File: src/rtl/note_code_source.sv
// Synchronizes and debounces the note-select switches, then publishes a registered
// note code, scale index, note-on flag and a one-cycle note-change strobe.
module note_code_source #(
    parameter int unsigned DEBOUNCE_CYCLES = 1_000_000
) (
    input  logic       clk,
    input  logic       reset,
    input  logic [3:0] sw_raw,
    output logic [3:0] note_code,
    output logic [2:0] note_index,
    output logic       note_on,
    output logic       note_change
);

    localparam int unsigned CW = $clog2(DEBOUNCE_CYCLES);
    localparam logic [CW-1:0] CNT_LAST = CW'(DEBOUNCE_CYCLES - 1);

    typedef enum logic {
        STABLE   = 1'b0,
        SETTLING = 1'b1
    } state_e;

    state_e        state_q, state_d;
    logic [3:0]    sync1_q, sync1_d;
    logic [3:0]    sync2_q, sync2_d;
    logic [3:0]    cand_q, cand_d;
    logic [CW-1:0] cnt_q, cnt_d;
    logic [3:0]    code_q, code_d;
    logic [2:0]    index_q, index_d;
    logic          on_q, on_d;
    logic          pend_q, pend_d;
    logic          change_q, change_d;

    logic [3:0]    map_code;
    logic [2:0]    map_index;
    logic          map_on;

    // Mapping of the candidate onto the published outputs; bit 0 low means mute.
    always_comb begin
        map_code  = 4'b0000;
        map_index = 3'd0;
        map_on    = 1'b0;
        if (cand_q[0]) begin
            map_code = cand_q;
            map_on   = 1'b1;
            case (cand_q[3:1])
                3'b000:  map_index = 3'd0;
                3'b001:  map_index = 3'd1;
                3'b010:  map_index = 3'd2;
                3'b100:  map_index = 3'd3;
                3'b011:  map_index = 3'd4;
                3'b101:  map_index = 3'd5;
                3'b110:  map_index = 3'd6;
                default: map_index = 3'd7;
            endcase
        end
    end

    always_comb begin
        sync1_d  = sw_raw;
        sync2_d  = sync1_q;
        cand_d   = cand_q;
        cnt_d    = cnt_q;
        state_d  = state_q;
        code_d   = code_q;
        index_d  = index_q;
        on_d     = on_q;
        pend_d   = 1'b0;
        change_d = pend_q;

        if (sync2_q != cand_q) begin
            cand_d  = sync2_q;
            cnt_d   = '0;
            state_d = SETTLING;
        end else if (state_q == SETTLING) begin
            if (cnt_q == CNT_LAST) begin
                state_d = STABLE;
                code_d  = map_code;
                index_d = map_index;
                on_d    = map_on;
                // Strobe only when the visible note actually changes.
                pend_d  = ({map_on, map_code} != {on_q, code_q});
            end else begin
                cnt_d = cnt_q + CW'(1);
            end
        end
    end

    always_ff @(posedge clk) begin
        if (reset) begin
            sync1_q  <= 4'b0000;
            sync2_q  <= 4'b0000;
            cand_q   <= 4'b0000;
            cnt_q    <= '0;
            state_q  <= STABLE;
            code_q   <= 4'b0000;
            index_q  <= 3'd0;
            on_q     <= 1'b0;
            pend_q   <= 1'b0;
            change_q <= 1'b0;
        end else begin
            sync1_q  <= sync1_d;
            sync2_q  <= sync2_d;
            cand_q   <= cand_d;
            cnt_q    <= cnt_d;
            state_q  <= state_d;
            code_q   <= code_d;
            index_q  <= index_d;
            on_q     <= on_d;
            pend_q   <= pend_d;
            change_q <= change_d;
        end
    end

    assign note_code   = code_q;
    assign note_index  = index_q;
    assign note_on     = on_q;
    assign note_change = change_q;

endmodule
File: config.mk
export PLATFORM = sky130hd
export DESIGN_NAME = note_code_source
export DESIGN_NICKNAME = d
export VERILOG_FILES = /design/src/rtl/note_code_source.sv
export SDC_FILE = /design/constraint.sdc
export NUM_CORES = 1
export LEC_CHECK = 0
export CORE_MARGIN = 1.5
export CORE_UTILIZATION = 45
export DETAILED_ROUTE_END_ITERATION = 16
export PLACE_DENSITY = 0.67
export SLEW_MARGIN = 10
export SYNTH_ARGS = -nofsm -noshare
export SYNTH_HDL_FRONTEND = slang
export SYNTH_SLANG_ARGS = --single-unit
File: constraint.sdc
create_clock -name clk -period 3.7 [get_ports clk]
set_input_delay 1.11 -clock clk [delete_from_list [all_inputs] [get_ports clk]]
set_output_delay 1.11 -clock clk [all_outputs]
set_load 0.01 [all_outputs]
## Word-level counts from Yosys, hierarchy flattened

Cells that the tools add are included.

- Register bits: 43
- Word-level logic and storage cells: 35

- $add $sub $neg: 1
- Reductions and logical operators: 5
- Bitwise operators: 3
- Eq/ne operators: 9
- Muxes and demuxes: 7

Operators with widths:

| operator | number |
|---|---|
| 3-bit case mux with 7 select lines | 1 |
| 20-bit by 1-bit adder with 20-bit output (second input constant) | 1 |
| 20-bit == test (second input constant) | 1 |
| 3-bit == test (second input constant) | 3 |
| 3-bit by 2-bit == test with 1-bit output (second input constant) | 2 |
| 5-bit inequality test | 1 |
| 1-bit two-way mux | 4 |
| 4-bit two-way mux | 1 |
| 4-bit inequality test | 1 |
| 4-bit OR reduction | 1 |
| 3-bit by 1-bit == test with 1-bit output (second input constant) | 1 |
| 3-bit logical NOT | 1 |
| 3-bit two-way mux | 1 |
| 1-bit inverter | 3 |
| 3-bit AND reduction | 1 |
| 2-bit AND reduction | 1 |
| 2-bit OR reduction | 1 |

## Logic depth before layout (Yosys ltp)

- Depth in word-level cells: 4
- Depth in mapped cells: 7

## Worst setup path after synthesis

Ideal clock, no wire load.

- Path kind: input-to-reg
- From: input port reset
- To: register cnt_q[11]
- Buffers on the path: 2
- Data required time: 3,635 ps
- Arrival: 1,875 ps
- Stages: 4
- Slack: 1,760 ps
- Path through: or2_2 -> clkbuf_1 -> clkbuf_1 -> nor2_1

- Cells in the longest elaborated chain, start to end: 1

Ends and longest elaborated chain:

| item | line | text |
|---|---|---|
| start: declaration | 7 | `input logic reset,` |
| 2-bit OR reduction (no line) | n/a |  |
| end signal: assignment | 105 | `cnt_q <= cnt_d;` |
| end: declaration | 27 | `logic [CW-1:0] cnt_q, cnt_d;` |

No other way between the ends.
A chain may end at the register's enable or synchronous reset.

## Final worst setup path

- From: register code_q[2], in the netlist note_code[2]
- To: output port note_code[2]

RTL lines:

| item | line | text |
|---|---|---|
| start: declaration | 28 | `logic [3:0] code_q, code_d;` |
| start signal: assignment | 107 | `code_q <= code_d;` |
| end: declaration | 9 | `output logic [3:0] note_code,` |

No word-level cell between the ends.

==> metrics.md <==
| Metric | Value |
|---|---|
| Critical Path End Type | `primary output` |
| Slowest-stage cell, CP | `clkdlybuf4s50_1` |
| Final hold vios | `0` |
| VDD IR max | `slightly below 0.0003 V` |
| Syn-to-layout area delta | `13.41%` |
| Flop2flop setup slack | `1.64 ns` |
| Synth Flop Type | `dfxtp_1` |
| Worst path cell trace | `clkdlybuf4s50_1` |
| Share of cells above drive strength 1 | `0.08716` |
| Worst Hold Margin | `0.4414 ns` |
| Die width | `67.24 um` |
| Die area | `4521 um2` |
| Cts repair resizes | `0` |
| Power Density | `383.6 nW/um2` |
| WS Path Type | `register to primary output` |
| Clk root buf | `clkbuf_8` |
| Syn nets | `212` |
| Routed WL | `3141 um` |
| # DRC | `0` |
| Yosys cell types | `45` |
| Nets | `224` |
| Hpwl dp | `between 2000 and 2500 um` |
| GRT overflow | `0` |
| DR iter-0 viols | `45` |
| Reg2reg start | `cnt_q[0]$_SDFFE_PP0P_` |
| Max_slew headroom | `0.5504` |
| # setup viols final | `0` |
| Fill cells | `399` |
| Req. time, crit path | `2.59 ns` |
| Post-synthesis instance area | `~1900 um2` |
| Largest net degree at the start of global routing | `21` |
| Final Critical Period | `roughly 2.4 ns` |
| Worst-case clock skew | `~0.012 ns` |
| Async S/R FF share, synth | `0` |
| Yosys warns | `0` |
| Max_cap viols | `0` |
| Total negative slack | `0 ns` |
| Clock buffer depth | `2` |
| RR Endpoint | `note_code[0]$_SDFFE_PP0P_` |
| Post-DRT Antenna Nets | `0` |
| WHS Path Cells | `1` |
| HP Class | `register to register` |
| Cts hold-fix bufs | `0` |
| Worst EP arrival | `1.26 ns` |
| Reg2Reg Depth | `6` |
| Hold EP | `sync2_q[2]$_SDFF_PP0_` |
| Reg clk slew, reported paths | `roughly 0.090 ns` |
| Final WS setup | `1.328 ns` |
| Drt via density | `5.220` |
| CTS tree | `yes` |
| Max FO, Critical Path | `4` |
| Post-Synthesis Cells | `roughly 200` |
| Status | `complete, no violations` |
| DR vias | `around 1400` |
| Initial core utilization | `0.4675` |
| Htree depth | `2` |
| Global-route wire length before repair | `approximately 5300 um` |
| Initial antenna violation count | `0` |
| Critical Path Stages | `1` |
| Fmax | `approximately 0.42 GHz` |
| Yosys reg bits | `42` |
| Num CTS Buffers | `5` |
| Buf/Inv on CP | `1` |
| Post-synth EDFFs | `0` |
| Core footprint | `just under 4000 um2` |
| FP Rows | `23` |
| Synth top area cells | `dfxtp_1 (45%), nor2_1 (5.3%), nor2b_1 (4.7%), a21oi_1 (3.5%), xor2_1 (3.3%)` |
| IO Pins | `15` |
| Worst Max-Slew Pin Slew | `0.6693 ns` |
| Post-CTS setup repair buffer count | `0` |
| Placer Congestion | `0.7932` |
| DR pass1 iterations | `4` |
| Vias in the first global route | `roughly 1200` |
| Slowest stage delay, CP | `0.57 ns` |
| Dominant cell type by area after synthesis | `dfxtp_1` |
| Post-Place Setup Slack | `about 1.2 ns` |
| Skew-Pair Late Insertion Delay | `0.29 ns` |
| Die height | `around 67 um` |
| RSZ-0062 raised after global routing | `false` |
| CTS Sinks | `42` |
| Mean Syn Cell Area | `9.057 um2` |
| Drt wl/cell | `11.72 um` |
| Lkg Pwr | `0.6719 nW` |
| Final worst path period share | `0.6411` |
| Seq/Total Area, Yosys | `0.4528` |
| Worst Hold Launch | `sync1_q[2]$_SDFF_PP0_` |
| Diodes inserted | `0` |
| Port Buffers | `14` |
| Final core occ | `0.5302` |
| Cell family with most CP delay | `buffers and inverters` |
| Tot GR Track Use | `0.1574` |
| Crit start category | `register` |
| Share of Yosys cell area claimed by the top area cell type | `0.4528` |
| Final Max Tran Viols | `0` |
==> area by class of cell <==
cell class                      count  area, um2  area share
Timing Repair Buffer               15      147.6     0.07011
Sequential cell                    42      840.8      0.3993
Clock buffer                        5      68.82     0.03268
Multi-Input combinational cell    144      928.4      0.4409
Clock inverter                      3      23.77     0.01129
Inverter                            9      33.78     0.01604
Tap cell                           50      62.56     0.02971
==> flip-flops by register name, summed over array words and instances (netlist names), 3 cells and up <==
name,count
note_index,3
cand_q,4
sync1_q,4
cnt_q,20
sync2_q,4
note_code,4
==> worst max-delay path by stage <==
stage / startpoint / slack (ns) / end
final: note_code[2]$_SDFFE_PP0P_ / 1.33 / note_code[2]
after global routing: note_code[3]$_SDFFE_PP0P_ / 1.27 / note_code[3]
after floorplan: reset / 1.76 / cnt_q[11]$_SDFFE_PP0P_
after detailed placement: reset / 1.21 / cnt_q[5]$_SDFFE_PP0P_
after global placement: reset / 1.23 / cnt_q[5]$_SDFFE_PP0P_
after CTS: note_code[2]$_SDFFE_PP0P_ / 1.30 / note_code[2]
==> synthesized netlist by cell type (all sizes together), types with 2 or more instances <==
library cell	n
dfxtp	42
nor2	26
nor2b	14
a21oi	13
nand3	11
inv	9
o21ai	9
xnor2	8
xor2	7
clkbuf	6
mux2i	6
nand4	6
or3	6
nand2	5
and3	4
buf	4
nor3	4
nor4	4
nand2b	2
nor4bb	2
or4	2
==> cell usage in the layout, fill, tap and decap left out, types with 2 or more instances in the layout <==
master / n
a21oi_1: 13
and3_1: 4
clkbuf_8: 5
clkdlybuf4s50_1: 14
clkinvlp_4: 2
dfxtp_1: 42
inv_1: 8
mux2i_1: 6
nand2_1: 5
nand2b_1: 2
nand3_1: 11
nand4_1: 5
nor2_1: 26
nor2b_1: 14
nor3_1: 4
nor4_1: 2
nor4bb_1: 2
o21ai_0: 8
or3_1: 6
xnor2_1: 6
xnor2_2: 2
xor2_1: 7
==> metrics by stage <==
stage | area [um2] | std cells | total power (W)
final | 2106 | 268 | 0.0008078
after global routing | 2106 | 268 | 0.0008439
after CTS | 2106 | 268 | 0.0008200
after detailed placement | 2013 | 260 | 0.0005200
after global placement | 2013 | 260 | 0.0005193
after floorplan | 1857 | 205 | 0.0005083
==> metal layers <==
metal	global-route usage	vias to the layer above	wire (um)
met1	0.2091	633	1679
met5	0	-	0
met3	0.04000	6	85
li1	-	739	-
met2	0.2413	21	1319
met4	0.06888	0	57
==> power breakdown <==
group | switching [W] | internal (W)
clock | 0.000164 | 0.000135
combinational | 0.0000233 | 0.0000181
sequential | 0.00000811 | 0.000459
==> logic make-up after synthesis <==
group / after synthesis / synth area share
and+or+nand+nor: 90 / 0.2763
AOI/OAI and AO/OA: 32 / 0.1058
xor gates and xnor gates: 15 / 0.07884
adders and majority gates: 1 / 0.006737
buffers and inverters: 19 / 0.04716
DFF: 42 / 0.4528
muxes: 6 / 0.03235
(Power assumes the default switching activity.)
